`config.mk`:
```
export PLATFORM = sky130hd
export DESIGN_NAME = key_store_bank
export DESIGN_NICKNAME = d
export VERILOG_FILES = /design/src/rtl/key_store_bank.sv
export SDC_FILE = /design/constraint.sdc
export NUM_CORES = 1
export LEC_CHECK = 0
export CORE_AREA = 3 3 256 258
export CTS_CLUSTER_SIZE = 20
export DETAILED_ROUTE_END_ITERATION = 16
export DIE_AREA = 0 0 259 261
export PLACE_DENSITY = 0.82
export SLEW_MARGIN = 20
export SYNTH_ARGS = -nofsm -noshare
export SYNTH_HDL_FRONTEND = slang
export SYNTH_SLANG_ARGS = --single-unit
```
`constraint.sdc`:
```
create_clock -name clk -period 6.3 [get_ports clk]
set_input_delay 1.89 -clock clk [delete_from_list [all_inputs] [get_ports clk]]
set_output_delay 1.89 -clock clk [all_outputs]
set_load 0.005 [all_outputs]
```
`src/rtl/key_store_bank.sv`:
```
// Multi-slot key store: word-serial loads into a staging buffer, atomic slot commit,
// sticky per-slot locks, a zeroize sweep and registered, checked reads.
module key_store_bank #(
    parameter int  KEY_WIDTH  = 128,
    parameter int  WORD_WIDTH = 32,
    parameter int  NUM_SLOTS  = 4,
    localparam int SLOT_W     = (NUM_SLOTS > 1) ? $clog2(NUM_SLOTS) : 1
) (
    input  logic                  clk,
    input  logic                  rst,
    input  logic                  ld_start,
    input  logic [SLOT_W-1:0]     ld_slot,
    input  logic                  ld_valid,
    input  logic [WORD_WIDTH-1:0] ld_data,
    output logic                  ld_ready,
    output logic                  ld_done,
    output logic                  ld_err,
    input  logic                  lock_req,
    input  logic [SLOT_W-1:0]     lock_slot,
    input  logic                  zeroize,
    output logic                  busy,
    input  logic                  rd_req,
    input  logic [SLOT_W-1:0]     rd_slot,
    output logic [KEY_WIDTH-1:0]  rd_data,
    output logic                  rd_valid,
    output logic                  rd_err,
    output logic [NUM_SLOTS-1:0]  slot_valid,
    output logic [NUM_SLOTS-1:0]  slot_locked
);
    localparam int NWORDS = KEY_WIDTH / WORD_WIDTH;
    localparam int CNT_W  = (NWORDS > 1) ? $clog2(NWORDS) : 1;
    localparam logic [CNT_W-1:0]  LAST_WORD = CNT_W'(NWORDS - 1);
    localparam logic [SLOT_W-1:0] LAST_SLOT = SLOT_W'(NUM_SLOTS - 1);

    typedef enum logic [1:0] {IDLE, LOAD, ZERO} state_t;
    state_t state, state_next;

    logic [KEY_WIDTH-1:0] keys [NUM_SLOTS];
    logic [KEY_WIDTH-1:0] staging, staging_next;
    logic [CNT_W-1:0]     cnt;
    logic [SLOT_W-1:0]    tgt;
    logic [SLOT_W-1:0]    zcnt;
    logic start_ok, start_bad, accept, commit, discard, enter_zero;
    logic tgt_locked, rd_ok;

    function automatic logic in_range(input logic [SLOT_W-1:0] s);
        return 32'(s) < NUM_SLOTS;
    endfunction

    // A lock arriving in the same cycle as the last word also wins over the commit.
    assign tgt_locked = slot_locked[tgt] | (lock_req && lock_slot == tgt);
    assign rd_ok      = in_range(rd_slot) && slot_valid[rd_slot] && state != ZERO;
    assign ld_ready   = (state == LOAD);
    assign busy       = (state != IDLE);

    always_ff @(posedge clk or negedge rst) begin
        if (!rst) state <= IDLE;
        else      state <= state_next;
    end

    always_comb begin
        state_next = state;
        start_ok   = 1'b0;
        start_bad  = 1'b0;
        accept     = 1'b0;
        commit     = 1'b0;
        discard    = 1'b0;
        enter_zero = 1'b0;
        case (state)
            IDLE: begin
                if (zeroize) begin
                    state_next = ZERO;
                    enter_zero = 1'b1;
                end else if (ld_start) begin
                    if (!in_range(ld_slot) || slot_locked[ld_slot]) begin
                        start_bad = 1'b1;
                    end else begin
                        start_ok   = 1'b1;
                        state_next = LOAD;
                    end
                end
            end
            LOAD: begin
                if (zeroize) begin
                    state_next = ZERO;
                    enter_zero = 1'b1;
                end else if (ld_valid) begin
                    accept = 1'b1;
                    if (cnt == LAST_WORD) begin
                        state_next = IDLE;
                        if (tgt_locked) discard = 1'b1;
                        else            commit  = 1'b1;
                    end
                end
            end
            ZERO: begin
                if (zcnt == LAST_SLOT) state_next = IDLE;
            end
            default: state_next = IDLE;
        endcase
    end

    // Word k lands MSB-first; the committed key includes the word accepted this cycle.
    always_comb begin
        staging_next = staging;
        for (int k = 0; k < NWORDS; k++) begin
            if (cnt == CNT_W'(k)) staging_next[KEY_WIDTH-1-k*WORD_WIDTH -: WORD_WIDTH] = ld_data;
        end
    end

    always_ff @(posedge clk or negedge rst) begin
        if (!rst) begin
            for (int i = 0; i < NUM_SLOTS; i++) keys[i] <= '0;
            staging     <= '0;
            cnt         <= '0;
            tgt         <= '0;
            zcnt        <= '0;
            slot_valid  <= '0;
            slot_locked <= '0;
            rd_data     <= '0;
            rd_valid    <= 1'b0;
            rd_err      <= 1'b0;
            ld_done     <= 1'b0;
            ld_err      <= 1'b0;
        end else begin
            ld_done <= 1'b0;
            ld_err  <= 1'b0;
            if (start_ok) begin
                tgt <= ld_slot;
                cnt <= '0;
            end
            if (start_bad) ld_err <= 1'b1;
            if (accept) begin
                staging <= staging_next;
                cnt     <= cnt + 1'b1;
            end
            if (commit) begin
                keys[tgt]       <= staging_next;
                slot_valid[tgt] <= 1'b1;
                ld_done         <= 1'b1;
            end
            if (discard) ld_err <= 1'b1;
            if (commit || discard || enter_zero) begin
                staging <= '0;
                cnt     <= '0;
            end
            if (enter_zero) zcnt <= '0;
            if (state == ZERO) begin
                keys[zcnt]       <= '0;
                slot_valid[zcnt] <= 1'b0;
                zcnt             <= zcnt + 1'b1;
            end
            if (lock_req && in_range(lock_slot)) slot_locked[lock_slot] <= 1'b1;
            rd_valid <= rd_req;
            rd_err   <= rd_req && !rd_ok;
            if (rd_req) rd_data <= rd_ok ? keys[rd_slot] : '0;
        end
    end
endmodule

```
# --- Word level (Yosys, flattened, before mapping) ---
# Cells that the tools add are included.
totals:
  reg_bits: 788
  word_cells: 143
  in_bits: 45
classes:
  bitwise: 10
  add_sub_neg: 2
  n_mux: 70
  n_reduce_logical: 19
  n_eq_ne: 13
  magnitude_cmp: 13
ops:
  columns: ["op", "n"]
  rows:
  - ["$mux W512", 2]
  - ["$mux W128", 7]
  - ["$and A512 B512 Y512", 1]
  - ["$bwmux W512", 1]
  - ["$demux W128 S2", 2]
  - ["$not A512 Y512", 1]
  - ["$bmux W128 S2", 1]
  - ["$mux W32", 4]
  - ["$mux W1", 32]
  - ["$mux W2", 12]
  - ["$lt A2 B3 Y1 const B", 5]
  - ["$ge A3 B3 Y1 const B", 3]
  - ["$not A2 Y3", 3]
  - ["$eq A2 B2 Y1 const B", 4]
  - ["$logic_and A1 B1 Y1", 8]
  - ["$mux W4", 2]
  - ["$or A4 B4 Y4", 2]
  - ["$bmux W1 S2", 3]
  - ["$demux W1 S2", 3]
  - ["$ge A2 B1 Y1 const B", 3]
  - ["$lt A3 B1 Y1 const B", 2]
  - ["$ne A3 B3 Y1 const B", 2]
  - ["$pmux W2 S3", 1]
  - ["$reduce_bool A2 Y1", 3]
  - ["15 further kinds", 20]

# --- Depth between registers and ports, before layout ---
logic_depth:
  word_depth: 11
  depth_mapped: 8

# --- Least setup slack after synthesis ---
# OpenSTA, ideal clock, no wires.
synth_path:
  path_type: "input-to-reg"
  start: "input port rd_slot[0]"
  end: "register rd_data[100]"
  setup_ns: 0.120
  arrival_ns: 3.532
  t_required_ns: 6.180
  slack_ns: 2.647
  stages: 5
  cell_sequence: "clkbuf_1 > buf_2 > buf_1 > mux4_2 > a31o_2"
synth_between:
  elab_chain_len: 5
  word_cells_on_any_way: 8
  cone_classes: "6 x mux; 1 x bitwise; 1 x reduce/logical"
synth_lines:
  columns: ["element", "line_no", "text"]
  rows:
  - ["from (decl)", "23", "input logic [SLOT_W-1:0] rd_slot,"]
  - ["$not A2 Y3 (implied by the code)", "156", "if (rd_req) rd_data <= rd_ok ? keys[rd_slot] : '0;"]
  - ["$bmux W128 S2", "156", null]
  - ["$mux W128 (implied by the code) (2 in series)", "156", null]
  - ["$mux W128 (*)", "156", null]
  - ["to (signal assigned)", "156", null]
  - ["to (decl)", "24", "output logic [KEY_WIDTH-1:0] rd_data,"]
# Mark *: on every way between the ends. The rest lies on a longest branch, timed or not. The select of a mux whose other input is x is not followed.
# A chain may end at the register's enable or synchronous reset.

# --- Worst setup path in the final report ---
layout_path:
  start: "input port zeroize"
  end: "register keys[489] (netlist bit)"
layout_between:
  elab_chain_len: 5
layout_lines:
  columns: ["element", "line_no", "text"]
  rows:
  - ["from (decl)", "20", "input logic zeroize,"]
  - ["$mux W1 (*)", "84", "if (zeroize) begin"]
  - ["$mux W1 (*)", "69", "case (state)"]
  - ["$mux W512 (*)", "137", "if (commit) begin"]
  - ["$and A512 B512 Y512 (no source line)", null, null]
  - ["$mux W512 (*)", "148", "if (state == ZERO) begin"]
  - ["to (signal, indexed assignment)", "138", "keys[tgt] <= staging_next;"]
  - ["to (decl)", "38", "logic [KEY_WIDTH-1:0] keys [NUM_SLOTS];"]
# Mark *: on every way between the ends. The rest lies on a longest branch, timed or not.

==> metrics.yaml <==
fin_skew_ns: 0.03118
layout-area-overhead-vs-synth_pct: 14.74
final_util: 0.6307
fp.coreArea_sq_mm: 0.06320
setup_tns_ns: 0
clkSinkCount: 788
synth_edf_count: 0
synthSimpleGateAreaFrac: 0.1274
p_switching_uw: 3082
slowest_stage: "or4_4"
cts_inserted_buffers: 79
hold_path_depth: 2
via_per_inst: 6.629
nNetsFinal: 3050
via_count: 25886
crit_buf_inv: 2
muxShareOfSynthArea: 0.1228
ios: 187
die_y_um: 261
r2r_start: "cnt[1]"
drc: 0
regToRegEndpoint: "keys[175]"
synthFlopType: "dfrtp_1"
synth_cells: 2968
gp_congestion: 0.8612
initial_core_util: 0.5497
grt_pass1_vias: 26854
swShare: 0.2734
critPathCaptureType: "flop"
cts_resized: 0
overflow: 0
dp_hpwl_mm: 57.37
crit_chain: "clkdlybuf4s50_1 > or3b_4 > or4_4 > buf_4 > nand3_1 > o21ai_1"
antenna_found_initial: 3
min_period_ns: 4.500
slew_headroom: 0.2139
drt_iter0_drc: 3041
path_clk_slew_ns: 0.06
critPathTopFamily: "simple AND/OR/NAND/NOR gates"
gr-usage-all-layers: 0.3038
leakagePower_uw: 0.01704
synth_compound_area_frac: 0.1438
routed_wl_mm: 101.9
yosysTopAreaCell: "dfrtp_1"
wl_per_cell_um: 26.10
syn_avg_cell_area_sq_um: 11.70
hold_violations: 0
synth_adder_area_share: 0.002882
worstPathArrival_ns: 4.98
drtPass1Iterations: 5
die_area_sq_mm: 0.06760
synth-async-reset-ratio: 1.000
rsz0062_at_grt: "no"
intPower_uw: 8191
die_w_um: 259
cts_tree: "done"
cp_slowest_stage_delay_ns: 0.94
grt_first_pass_wirelength_mm: 157.7
netlist_area_sq_mm: 0.03474
crit_required_ns: 6.78
ys_top_cells_by_area: "dfrtp_1 (57%), mux4_2 (8.4%), mux2i_1 (3.7%)"
syn-num-nets: 3021
min_to: "keys[56]"
postCtsSetupBuffers: 0
outcome: "finished, final reports clean"
slew_violations: 0
cts-htree-levels: 3
pwr-share-clk: 0.434
synth-seq-cells: 788
hp-start: "keys[56]"
hold_path_class: "reg -> reg"
comb_power_share: 0.111
cellPowerDensity_mw_per_mm2: 282.8
critPathKind: "in -> reg"
grt_max_degree: 258
finalSetupViolCount: 0
drive_gt1_frac: 0.1527
r2r_slack_ns: 2.96
synth_xor_area_frac: 0.0007564
finalPower_uw: 11270
port_buffers: 186
ir_drop_uv: 199.6
timing.final.crit_share: 0.7142
clk_path_buf_depth: 3
cts-root-buf: "clkbuf_16"
ys_warn_count: 0
detail-route-antenna-nets: 0
cp_max_fo: 74
whs_ns: 0.4930
worstSkewPairLatency_ns: 0.63
yosysSeqAreaShare: 0.5677
startpoint_type: "primary input"
p_seq_frac: 0.454
fmax_ghz: 0.2222
tightest_slew_ns: 1.179
yosysUniqueCellTypes: 47
drv_cap: 0
synth_top_family_by_area: "compound AO/OA/AOI/OAI gates"
synth_top_area_share: 0.5677
rows: 92
r2r_cells: 7
ctsHoldBuffers: 0
[cell usage after synthesis (43+ instances only)]
| cell type | instances |
|---|---|
| dfrtp_1 | 788 |
| nand3_1 | 257 |
| o21ai_0 | 189 |
| clkbuf_1 | 187 |
| nor2b_1 | 163 |
| nor2_1 | 144 |
| nand2_1 | 135 |
| a21oi_1 | 132 |
| nand2b_1 | 132 |
| mux4_2 | 130 |
| a211oi_1 | 129 |
| a31o_2 | 129 |
| mux2i_1 | 129 |
| a22o_1 | 98 |
| o21ai_1 | 58 |
| buf_1 | 43 |
[cells by family (layout without fill, tap and decap cells)]
family | Yosys count | in the layout
adder cells (fa/ha/maj) | 8 | 8
AND/OR/NAND/NOR | 863 | 863
flip-flops | 788 | 788
XOR/XNOR | 3 | 3
other | 0 | 1
buffers and inverters | 290 | 380
AO/OA/AOI/OAI | 753 | 753
multiplexers | 263 | 263
[per-layer routing]
layer  track usage  wire, um  vias up
met4        0.1622      5423        6
met3       0.08984     11240      308
met2        0.4612     46800     1509
met5             0        29        -
li1              -         -    10802
met1        0.3984     38440    13261
[worst max-delay path by stage]
stage / startpoint / end / depth (start not counted)
floorplan: rd_slot[0] / rd_data[100] / 5
global placement: zeroize / keys[258] / 6
detailed placement: zeroize / keys[377] / 6
CTS: zeroize / keys[380] / 6
global route: zeroize / keys[481] / 6
finish: zeroize / keys[489] / 6
[sequential cells by signal, indices dropped and copies added (netlist names), 2 cells and up]
signal and cells:
keys 512, rd_data 128, staging 128, slot_locked 4, slot_valid 4, cnt 2, state 2, tgt 2
zcnt 2
[cell usage in the layout, fill, tap and decap left out, types with 14 or more instances in the layout]
cell type | netlist | layout
nand2_1 | 135 | 132
clkbuf_8 | 0 | 21
dfrtp_1 | 788 | 788
clkbuf_16 | 0 | 84
nor2b_1 | 163 | 163
buf_4 | 2 | 30
nand3_1 | 257 | 257
o21ai_1 | 58 | 58
a211oi_1 | 129 | 129
a22o_1 | 98 | 98
o21ai_0 | 189 | 189
nor2_1 | 144 | 144
mux2i_1 | 129 | 129
clkbuf_1 | 187 | 16
a31o_2 | 129 | 129
buf_12 | 0 | 14
clkdlybuf4s50_1 | 0 | 182
nand2b_1 | 132 | 132
mux4_2 | 130 | 130
a21oi_1 | 132 | 131
[power by group through the flow]
stage	clock network, uW	logic, uW	registers (uW)
floorplan	0	622	5190
global placement	0	1200	5210
detailed placement	0	1210	5210
CTS	4930	1220	5120
global route	5140	1290	5120
finish	4900	1260	5120
[tightest hold or removal path, stage by stage, from the launching register on]
cell,delay [ns]
dfrtp_1,0.34
nand3_1,0.06
o21ai_0,0.06
[area by class of cell]
cell class                      instances  area, sq um
Sequential cell                       788        19720
Tap cell                              846         1059
Clock inverter                         23        289.0
Timing Repair Buffer                  231         2402
Antenna cell                            1        2.502
Multi-Input combinational cell       1890        13940
Clock buffer                          119         2424
Inverter                                7        26.28
Fill cell                            4559        23340
[through the flow]
step / cell area (sq um) / setup slack [ns] / cells
4_1_cts: 39810 / 1.923 / 3902
3_5_place_dp: 37090 / 1.284 / 3760
5_1_grt: 39860 / 1.754 / 3904
3_3_place_gp: 37090 / 1.349 / 3760
2_1_floorplan: 34740 / 2.647 / 2968
6_report: 39860 / 1.800 / 3905
Note: power is estimated with default switching activity, not from simulation.
